--- src/rtl/cpu_pkg.sv ---
// Shared types for the 3-stage CPU pipeline.
// ALU control encoding, operand bundle and divider constants.
package cpu_pkg;

   localparam int XLEN       = 16;
   localparam int DIV_CYCLES = 16;

   typedef enum logic [3:0] {
      ALU_ADD = 4'd0,
      ALU_SUB = 4'd1,
      ALU_AND = 4'd2,
      ALU_OR  = 4'd3,
      ALU_SLL = 4'd4,
      ALU_SRL = 4'd5,
      ALU_ROL = 4'd6,
      ALU_ROR = 4'd7,
      ALU_MUL = 4'd8,
      ALU_DIV = 4'd9
   } control_e;

   typedef logic [3:0] opcode_t;

   typedef struct packed {
      opcode_t    opcode;
      logic [3:0] r1;
   } instr_hi_t;

   typedef struct packed {
      logic [XLEN-1:0] b;
      logic [XLEN-1:0] a;
   } in_t;

   typedef enum logic {
      DIV_IDLE,
      DIV_BUSY
   } div_state_e;

endpackage

--- src/rtl/stage_two_divider.sv ---
// Sequential signed restoring divider, one quotient bit per cycle.
// The last step is combinational so the result is ready as busy drops.
module alu_divider_seq #(
   parameter int W = 16,
   parameter int N = 16
) (
   input  logic         clk,
   input  logic         rst,
   input  logic         hold,
   input  logic         start,
   input  logic [W-1:0] dividend,
   input  logic [W-1:0] divisor,
   output logic         busy,
   output logic         done,
   output logic [W-1:0] quotient,
   output logic [W-1:0] remainder,
   output logic         overflow
);
   import cpu_pkg::*;

   localparam int CW = $clog2(N);

   div_state_e    state_q;
   logic [CW-1:0] count_q;
   logic [W-1:0]  rem_q;
   logic [W-1:0]  quo_q;
   logic [W-1:0]  dvs_q;
   logic          sa_q;
   logic          sb_q;
   logic          ovf_q;

   logic [W:0]    trial;
   logic [W-1:0]  diff;
   logic          fits;
   logic [W-1:0]  rem_d;
   logic [W-1:0]  quo_d;
   logic [W-1:0]  a_mag;
   logic [W-1:0]  b_mag;
   logic          last;

   always_comb begin
      trial = {rem_q, quo_q[W-1]};
      diff  = trial[W-1:0] - dvs_q;
      fits  = trial >= {1'b0, dvs_q};
      rem_d = fits ? diff : trial[W-1:0];
      quo_d = {quo_q[W-2:0], fits};
   end

   assign a_mag = dividend[W-1] ? -dividend : dividend;
   assign b_mag = divisor[W-1]  ? -divisor  : divisor;
   assign last  = (state_q == DIV_BUSY) && (count_q == CW'(N-1));

   // Busy covers the launch cycle so stage one holds from the first edge.
   assign busy = !rst && ((state_q == DIV_IDLE) ? start : !last);
   assign done = last;

   assign quotient  = (sa_q ^ sb_q) ? -quo_d : quo_d;
   assign remainder = sa_q ? -rem_d : rem_d;
   assign overflow  = ovf_q;

   always_ff @(posedge clk or posedge rst) begin
      if (rst) begin
         state_q <= DIV_IDLE;
         count_q <= '0;
         rem_q   <= '0;
         quo_q   <= '0;
         dvs_q   <= '0;
         sa_q    <= 1'b0;
         sb_q    <= 1'b0;
         ovf_q   <= 1'b0;
      end else if (!hold) begin
         unique case (state_q)
            DIV_IDLE: begin
               if (start) begin
                  rem_q   <= '0;
                  quo_q   <= a_mag;
                  dvs_q   <= b_mag;
                  sa_q    <= dividend[W-1];
                  sb_q    <= divisor[W-1];
                  ovf_q   <= (dividend == {1'b1, {(W-1){1'b0}}})
                             && (&divisor);
                  count_q <= '0;
                  state_q <= DIV_BUSY;
               end
            end
            DIV_BUSY: begin
               rem_q   <= rem_d;
               quo_q   <= quo_d;
               count_q <= count_q + 1'b1;
               if (last) begin
                  state_q <= DIV_IDLE;
               end
            end
            default: state_q <= DIV_IDLE;
         endcase
      end
   end

endmodule

--- src/rtl/stage_two.sv ---
// Execute stage: forwarding muxes, ALU, divider and the
// register feeding the memory/writeback stage.
module stage_two #(
   parameter int DATA_W     = cpu_pkg::XLEN,
   parameter int DIV_CYCLES = cpu_pkg::DIV_CYCLES
) (
   input  logic                clk,
   input  logic                rst,
   input  logic                halt_sys,
   input  logic [1:0]          in_memc,
   input  logic                in_reg_wr,
   input  cpu_pkg::in_t        in_alu,
   input  logic [DATA_W-1:0]   in_R1_data,
   input  logic                in_haz1,
   input  logic                in_haz2,
   input  logic                in_R0_en,
   input  logic [3:0]          in_alu_ctrl,
   input  logic [7:0]          in_instr,
   input  logic [2*DATA_W-1:0] s3_data,
   output logic [2*DATA_W-1:0] aluout,
   output logic [7:0]          s2_instruction,
   output logic                s2_R0_en,
   output logic                stage_stall,
   output logic [1:0]          out_memc,
   output logic                out_reg_wr,
   output logic [2*DATA_W-1:0] out_result,
   output logic [DATA_W-1:0]   out_R1_data,
   output logic                out_R0_en,
   output logic [7:0]          out_instr,
   output logic                out_div0,
   output logic                out_overflow
);
   import cpu_pkg::*;

   localparam int SH_W = $clog2(DATA_W);
   localparam int MSB  = DATA_W - 1;

   control_e                   ctrl;
   logic [DATA_W-1:0]          op_a;
   logic [DATA_W-1:0]          op_b;
   logic [DATA_W-1:0]          sum;
   logic [DATA_W-1:0]          dif;
   logic [2*DATA_W-1:0]        rol_w;
   logic [2*DATA_W-1:0]        ror_w;
   logic signed [2*DATA_W-1:0] prod;
   logic [2*DATA_W-1:0]        res;
   logic                       ovf;
   logic                       div0;

   logic                       dv_start;
   logic                       dv_busy;
   logic                       dv_done;
   logic                       dv_ovf;
   logic [DATA_W-1:0]          dv_q;
   logic [DATA_W-1:0]          dv_r;

   logic [1:0]                 memc_q;
   logic                       reg_wr_q;
   logic [2*DATA_W-1:0]        result_q;
   logic [DATA_W-1:0]          r1_q;
   logic                       r0_en_q;
   instr_hi_t                  instr_q;
   logic                       div0_q;
   logic                       ovf_q;
   logic                       unused;

   assign ctrl = control_e'(in_alu_ctrl);
   assign op_a = in_haz1 ? s3_data[DATA_W-1:0] : in_alu.a;
   assign op_b = in_haz2 ? s3_data[DATA_W-1:0] : in_alu.b;

   assign sum   = op_a + op_b;
   assign dif   = op_a - op_b;
   assign rol_w = {op_a, op_a} << op_b[SH_W-1:0];
   assign ror_w = {op_a, op_a} >> op_b[SH_W-1:0];
   assign prod  = $signed(op_a) * $signed(op_b);

   assign dv_start = (ctrl == ALU_DIV) && (op_b != '0);

   alu_divider_seq #(
      .W (DATA_W),
      .N (DIV_CYCLES)
   ) u_div (
      .clk       (clk),
      .rst       (rst),
      .hold      (halt_sys),
      .start     (dv_start),
      .dividend  (op_a),
      .divisor   (op_b),
      .busy      (dv_busy),
      .done      (dv_done),
      .quotient  (dv_q),
      .remainder (dv_r),
      .overflow  (dv_ovf)
   );

   always_comb begin
      res  = '0;
      ovf  = 1'b0;
      div0 = 1'b0;
      unique case (ctrl)
         ALU_ADD: begin
            res[MSB:0] = sum;
            ovf = (op_a[MSB] == op_b[MSB]) && (sum[MSB] != op_a[MSB]);
         end
         ALU_SUB: begin
            res[MSB:0] = dif;
            ovf = (op_a[MSB] != op_b[MSB]) && (dif[MSB] != op_a[MSB]);
         end
         ALU_AND: res[MSB:0] = op_a & op_b;
         ALU_OR:  res[MSB:0] = op_a | op_b;
         ALU_SLL: res[MSB:0] = op_a << op_b[SH_W-1:0];
         ALU_SRL: res[MSB:0] = op_a >> op_b[SH_W-1:0];
         ALU_ROL: res[MSB:0] = rol_w[2*DATA_W-1:DATA_W];
         ALU_ROR: res[MSB:0] = ror_w[MSB:0];
         ALU_MUL: res = prod;
         ALU_DIV: begin
            if (op_b == '0) begin
               div0 = 1'b1;
            end else begin
               res = {dv_r, dv_q};
               ovf = dv_ovf;
            end
         end
         default: res = '0;
      endcase
   end

   assign aluout         = res;
   assign s2_instruction = in_instr;
   assign s2_R0_en       = in_R0_en;
   assign stage_stall    = dv_busy;

   // A stalled cycle loads a bubble; halt freezes everything.
   always_ff @(posedge clk or posedge rst) begin
      if (rst) begin
         memc_q   <= '0;
         reg_wr_q <= 1'b0;
         result_q <= '0;
         r1_q     <= '0;
         r0_en_q  <= 1'b0;
         instr_q  <= '0;
         div0_q   <= 1'b0;
         ovf_q    <= 1'b0;
      end else if (!halt_sys) begin
         if (stage_stall) begin
            memc_q   <= '0;
            reg_wr_q <= 1'b0;
            result_q <= '0;
            r1_q     <= '0;
            r0_en_q  <= 1'b0;
            instr_q  <= '0;
            div0_q   <= 1'b0;
            ovf_q    <= 1'b0;
         end else begin
            memc_q   <= in_memc;
            reg_wr_q <= in_reg_wr;
            result_q <= res;
            r1_q     <= in_R1_data;
            r0_en_q  <= in_R0_en;
            instr_q  <= in_instr;
            div0_q   <= div0;
            ovf_q    <= ovf;
         end
      end
   end

   assign out_memc     = memc_q;
   assign out_reg_wr   = reg_wr_q;
   assign out_result   = result_q;
   assign out_R1_data  = r1_q;
   assign out_R0_en    = r0_en_q;
   assign out_instr    = instr_q;
   assign out_div0     = div0_q;
   assign out_overflow = ovf_q;

   assign unused = ^{s3_data[2*DATA_W-1:DATA_W], dv_done};

endmodule

--- config.mk ---
export PLATFORM = sky130hd
export DESIGN_NAME = stage_two
export DESIGN_NICKNAME = d
export VERILOG_FILES = /design/src/rtl/cpu_pkg.sv /design/src/rtl/stage_two_divider.sv /design/src/rtl/stage_two.sv
export SDC_FILE = /design/constraint.sdc
export NUM_CORES = 1
export LEC_CHECK = 0
export ABC_AREA = 1
export CAP_MARGIN = 20
export CORE_ASPECT_RATIO = 0.75
export CORE_MARGIN = 1.5
export CORE_UTILIZATION = 25
export CTS_CLUSTER_DIAMETER = 40
export CTS_CLUSTER_SIZE = 24
export DETAILED_ROUTE_END_ITERATION = 6
export PLACE_DENSITY = 0.43
export REMOVE_ABC_BUFFERS = 1
export SLEW_MARGIN = 20
export SYNTH_ARGS = -nofsm -noshare
export SYNTH_HDL_FRONTEND = slang
export SYNTH_SLANG_ARGS = --single-unit
--- constraint.sdc ---
create_clock -name clk -period 9.4 [get_ports clk]
set_clock_uncertainty 0.1 [all_clocks]
set_input_delay 0.94 -clock clk [delete_from_list [all_inputs] [get_ports clk]]
set_output_delay 0.94 -clock clk [all_outputs]
set_load 0.005 [all_outputs]
# Yosys cells after proc, flatten, opt, wreduce, memory -nomap -nowiden
# Cells that the tools add are included.
# word_totals
regBits	118
latchBits	0
mem_bits_rw	0
mem_bits_ro	0
out_inout_bits	104
wordCells	98
memories	0
# op_classes
add_sub_neg	8
mul	1
n_div	0
magnitude_cmp	1
n_eq_ne	16
n_shift	4
mux	32
n_bitwise	5
n_reduce_logical	14
# ops
cell	n
16-bit two-way mux	10
16-bit case mux with 10 select lines	1
16-bit case mux with 2 select lines	3
32-bit two-way mux	2
16-bit negation	4
16-bit by 16-bit multiplier with 32-bit output	1
32-bit by 4-bit left shift with 32-bit output	1
32-bit by 4-bit right shift with 16-bit output	1
16-bit subtractor	2
17-bit by 16-bit greater-or-equal comparator with 1-bit output	1
16-bit adder	1
16-bit AND	1
16-bit == test (second input constant)	1
4-bit by 3-bit == test with 1-bit output (second input constant)	4
16-bit zero test	1
16-bit bitwise OR	1
16-bit AND reduction	1
16-bit nonzero test	1
16-bit by 4-bit left shift with 16-bit output	1
16-bit by 4-bit right shift with 16-bit output	1
4-bit == test (second input constant)	3
1-bit two-way mux	10
4-bit by 2-bit == test with 1-bit output (second input constant)	2
8-bit two-way mux	1
17 further kinds	26

# Depth between registers and ports, before layout
# depth
depth_word	7
mapped_depth	38

# By module
# Synthesis repeated with hierarchy kept, for this count alone.
# unflattened
hier_cells	3379
hier_area_um2	22939.5
# by_module_without_submodules
module	instances	cells_per_inst	area_each_um2	seq_area_each_um2
stage_two	1	2641	17899.7	1551.5
alu_divider_seq	1	738	5039.8	1401.3

# Least setup slack after synthesis
# Ideal clock, no wire load.
# synth_path
path_kind	input port to output port
from	input in_haz2
to	output aluout[30]
arrival_ns	7.163
required_ns	8.360
slack_ns	1.197
cell_stages	25
n_path_buf	5
path_cell_list	buf_6 -> buf_8 -> o21ai_2 -> buf_4 -> buf_2 -> buf_1 -> nor2_1 -> fa_1 -> fa_1 -> fa_1 -> fa_1 -> fa_1 -> inv_1 -> fa_1 -> inv_1 -> ha_1 -> nand2_1 -> inv_1 -> and3_1 -> o21a_1 -> a2111oi_0 -> nand2_1 -> nand2_1 -> nand3_1 -> nand2_1
# synth_between
elab_chain_len	4
# synth_lines
element	line	text
start, declared	stage_two.sv:15	input logic in_haz2,
16-bit two-way mux (*)	stage_two.sv:69	assign op_b = in_haz2 ? s3_data[DATA_W-1:0] : in_alu.b;
branches (longest 2 deep; another with 16-bit by 16-bit multiplier with 32-bit output)	n/a	
16-bit case mux with 2 select lines (*)	stage_two.sv:100	unique case (ctrl)
end, declared	stage_two.sv:20	output logic [2*DATA_W-1:0] aluout,
# Mark *: on every way between the ends.

# Final worst setup path
# layout_path
from	input in_haz1
to	output aluout[28]
# layout_between
elab_chain_len	3
# layout_lines
element	line	text
start, declared	stage_two.sv:14	input logic in_haz1,
16-bit two-way mux	stage_two.sv:68	assign op_a = in_haz1 ? s3_data[DATA_W-1:0] : in_alu.a;
16-bit by 16-bit multiplier with 32-bit output	stage_two.sv:75	assign prod = $signed(op_a) * $signed(op_b);
16-bit case mux with 2 select lines	stage_two.sv:100	
# No other way between the ends.

==> results.cfg <==
[outcome]
status = completed

[clocking]
clk_root_buffer_cell = clkbuf_16
clkSinkCount = 118
tritoncts = built
numCtsBuffers = 17
ctsHoldBuffers = 0
insertion_delay_ps = 440
path_clk_slew_ps = 60
clock_path_buffers = 2
cts_max_level = 4

[logic_synthesis]
yosys_warnings = 0
ys_seq_elements = 118
ys_seq_area_share_pct = 13.7
syn_area_um2 = 21600
synth_enable_flop_cells = 0
synth_cells = 3006
synth_area_per_cell_um2 = 7.19
async_flop_share_pct = 100
synth_cell_types = 62
ys.flop_type = dfrtp_1

[final_layout]
fin_nets = 3769
drive_above_1_share_pct = 9.93
area_growth_pct = 22.4
final.fill_count = 9404

[global_route]
grt_max_degree = 76
antenna_found_initial = 2
overflow = 0
grt_pass1_wl_um = 139000
grtUsageTotal_pct = 21.2
first_global_vias = 21100

[drt]
vias_per_cell = 4.73
wl_per_cell_um = 21.0
firstDrtPassIters = 5
drtIter0Drc = 1674
vias = 20800
route.detailed.drc = 0
ant_nets = 0
routed_wl_um = 92700

[sta]
fmax_mhz = 110
rsz0062_at_grt = yes
finalHoldViolations = 0
post-route-min-period_ps = 9120
relSlewSlack_pct = 39.4
setup-tns-final_ps = 0
worst_slew_pin_slew_ps = 907
holdWs_ps = 378
setup_viol = 0
fin_crit_sh_pct = 97.0
drv_slew = 0

[worst_setup_path]
crit_path_end_kind = output port
worst_ep_required_time_ps = 8360
critical_path.max_stage_delay_ps = 550
slowest_stage = fa_1
start_kind = input port
cpMostUsedCell = nand2_1
worstSetupPathType = in2out
critPathArrivalTime_ps = 8080
crit_fanout = 13

[die]
die_w_um = 342
die_height_um = 258
io_pins = 205
start_util_pct = 25.2
rows = 93
die_area_um2 = 88200
core_area_um2 = 85800

[job]
cap_viol_max_count = 0

[placed_design]
gp_congestion = 0.970
dp_hpwl_um = 76500
numPortBuffers = 188

[min_path]
min_path_type = reg2reg
[cell type report]
| type | instances | area [µm²] | area share, % |
|---|---|---|---|
| inverter | 530 | 2000 | 7.57 |
| antenna | 2 | 5.00 | 0.0189 |
| clock inverter | 15 | 170 | 0.643 |
| tap | 1140 | 1430 | 5.39 |
| clock buffer | 17 | 425 | 1.61 |
| timing repair buffer | 358 | 3310 | 12.5 |
| sequential | 118 | 2950 | 11.2 |
| multi-input combinational | 2225 | 16200 | 61.1 |
[state kept, by name, summed over array words and instances, names as in the netlist]
register        cells
u_div.sa_q          1
out_div0            1
out_R1_data        16
u_div.count_q       4
out_reg_wr          1
u_div.quo_q        16
u_div.dvs_q        16
u_div.overflow      1
out_result         32
u_div.state_q       1
out_R0_en           1
out_instr           8
out_overflow        1
out_memc            2
u_div.sb_q          1
u_div.rem_q        16
[layer usage]
layer  GRT usage, %  vias to the layer above  share of wire (%)
met5              0                        -                  0
met3           3.78                       70                7.4
met1           31.6                    10100                 49
li1               -                     9988                  -
met2           32.0                      669                 42
met4           3.69                        0                1.7
[synth_stat cells, types with 26 or more instances]
master    number  area share (%)
xor2_1        46             1.9
fa_1         265              25
o21ai_0      139             3.2
dfrtp_1      118              14
nand2_1      743              13
clkbuf_1      72             1.3
nand3_1      125             2.9
nor2_1       259             4.5
nand4_1       26            0.75
a22o_1        36             1.5
ha_1         153             8.9
a21oi_1      129             3.0
inv_1        508             8.8
o21ai_1       59             1.4
o22ai_1       26            0.75
[cells in the final DEF (no fill, tap or decap), types with 14 or more instances in the layout]
master and instances:
xor2_1 46, clkbuf_16 18, buf_4 150, o211ai_1 19, nor2_1 254, nand2_2 14
o22ai_1 26, nand2_1 740, a22o_1 36, nor3_1 24, fa_1 263, dfrtp_1 118
ha_1 148, xnor2_1 18, nand4_1 26, clkdlybuf4s50_1 186, inv_2 27, o21ai_0 134
nand3_1 123, o21ai_1 56, a21oi_1 126, o21ai_2 17, inv_1 497
[kinds of logic (layout without fill, tap and decap cells)]
logic type      after synthesis  in the layout  share of synthesized area (%)
mux                           2              2                         0.0927
xor+xnor                     64             64                           2.59
other cells                   0              2                              0
compound gates              509            509                           14.4
flops                       118            118                           13.7
buf+inv                     663            920                           12.4
simple gates               1232           1232                           23.5
fa+ha+maj                   418            418                           33.4
[worst paths after layout]
check	start	endpoint	slack (ps)	cells past startpoint
hold reg to reg	out_result[7]	out_result[7]	380	2
hold / removal	out_result[7]	out_result[7]	380	2
min in group asynchronous	rst	out_R1_data[6]	850	2
setup reg to reg	u_div.dvs_q[8]	out_result[8]	4850	21
setup / recovery	in_haz1	aluout[28]	280	31
max in group asynchronous	rst	u_div.dvs_q[3]	7270	3
[stage by stage]
| step | cells | worst slack, ps | instance area (µm²) | util, % |
|---|---|---|---|---|
| 6_report | 4405 | 281 | 26400 | 30.8 |
| 5_1_grt | 4403 | -101 | 26400 | 30.8 |
| 4_1_cts | 4396 | 24.1 | 26200 | 30.5 |
| 3_5_place_dp | 4364 | -203 | 25500 | 29.8 |
| 3_3_place_gp | 4364 | -162 | 25500 | 29.8 |
| 2_1_floorplan | 2873 | 848 | 20900 | - |
[what timing repair did]
action                                  in CTS  in global routing
cloned                                       0                  1
hold endpoints to repair                     0                  0
pin swaps                                    0                  8
endpoints found under the setup margin       4                 18
gates resized for setup                      4                 54
buffers inserted                             0                  6
[worst max-delay path: cells and delay by family]
family | cells | cell delay, ps
fa+ha+maj | 7 | 3560
buf+inv | 9 | 1800
simple gates | 10 | 1040
compound gates | 5 | 700
Power is not shown: default switching activity piles up to over one toggle a cycle in this logic, so the estimate is an artifact.
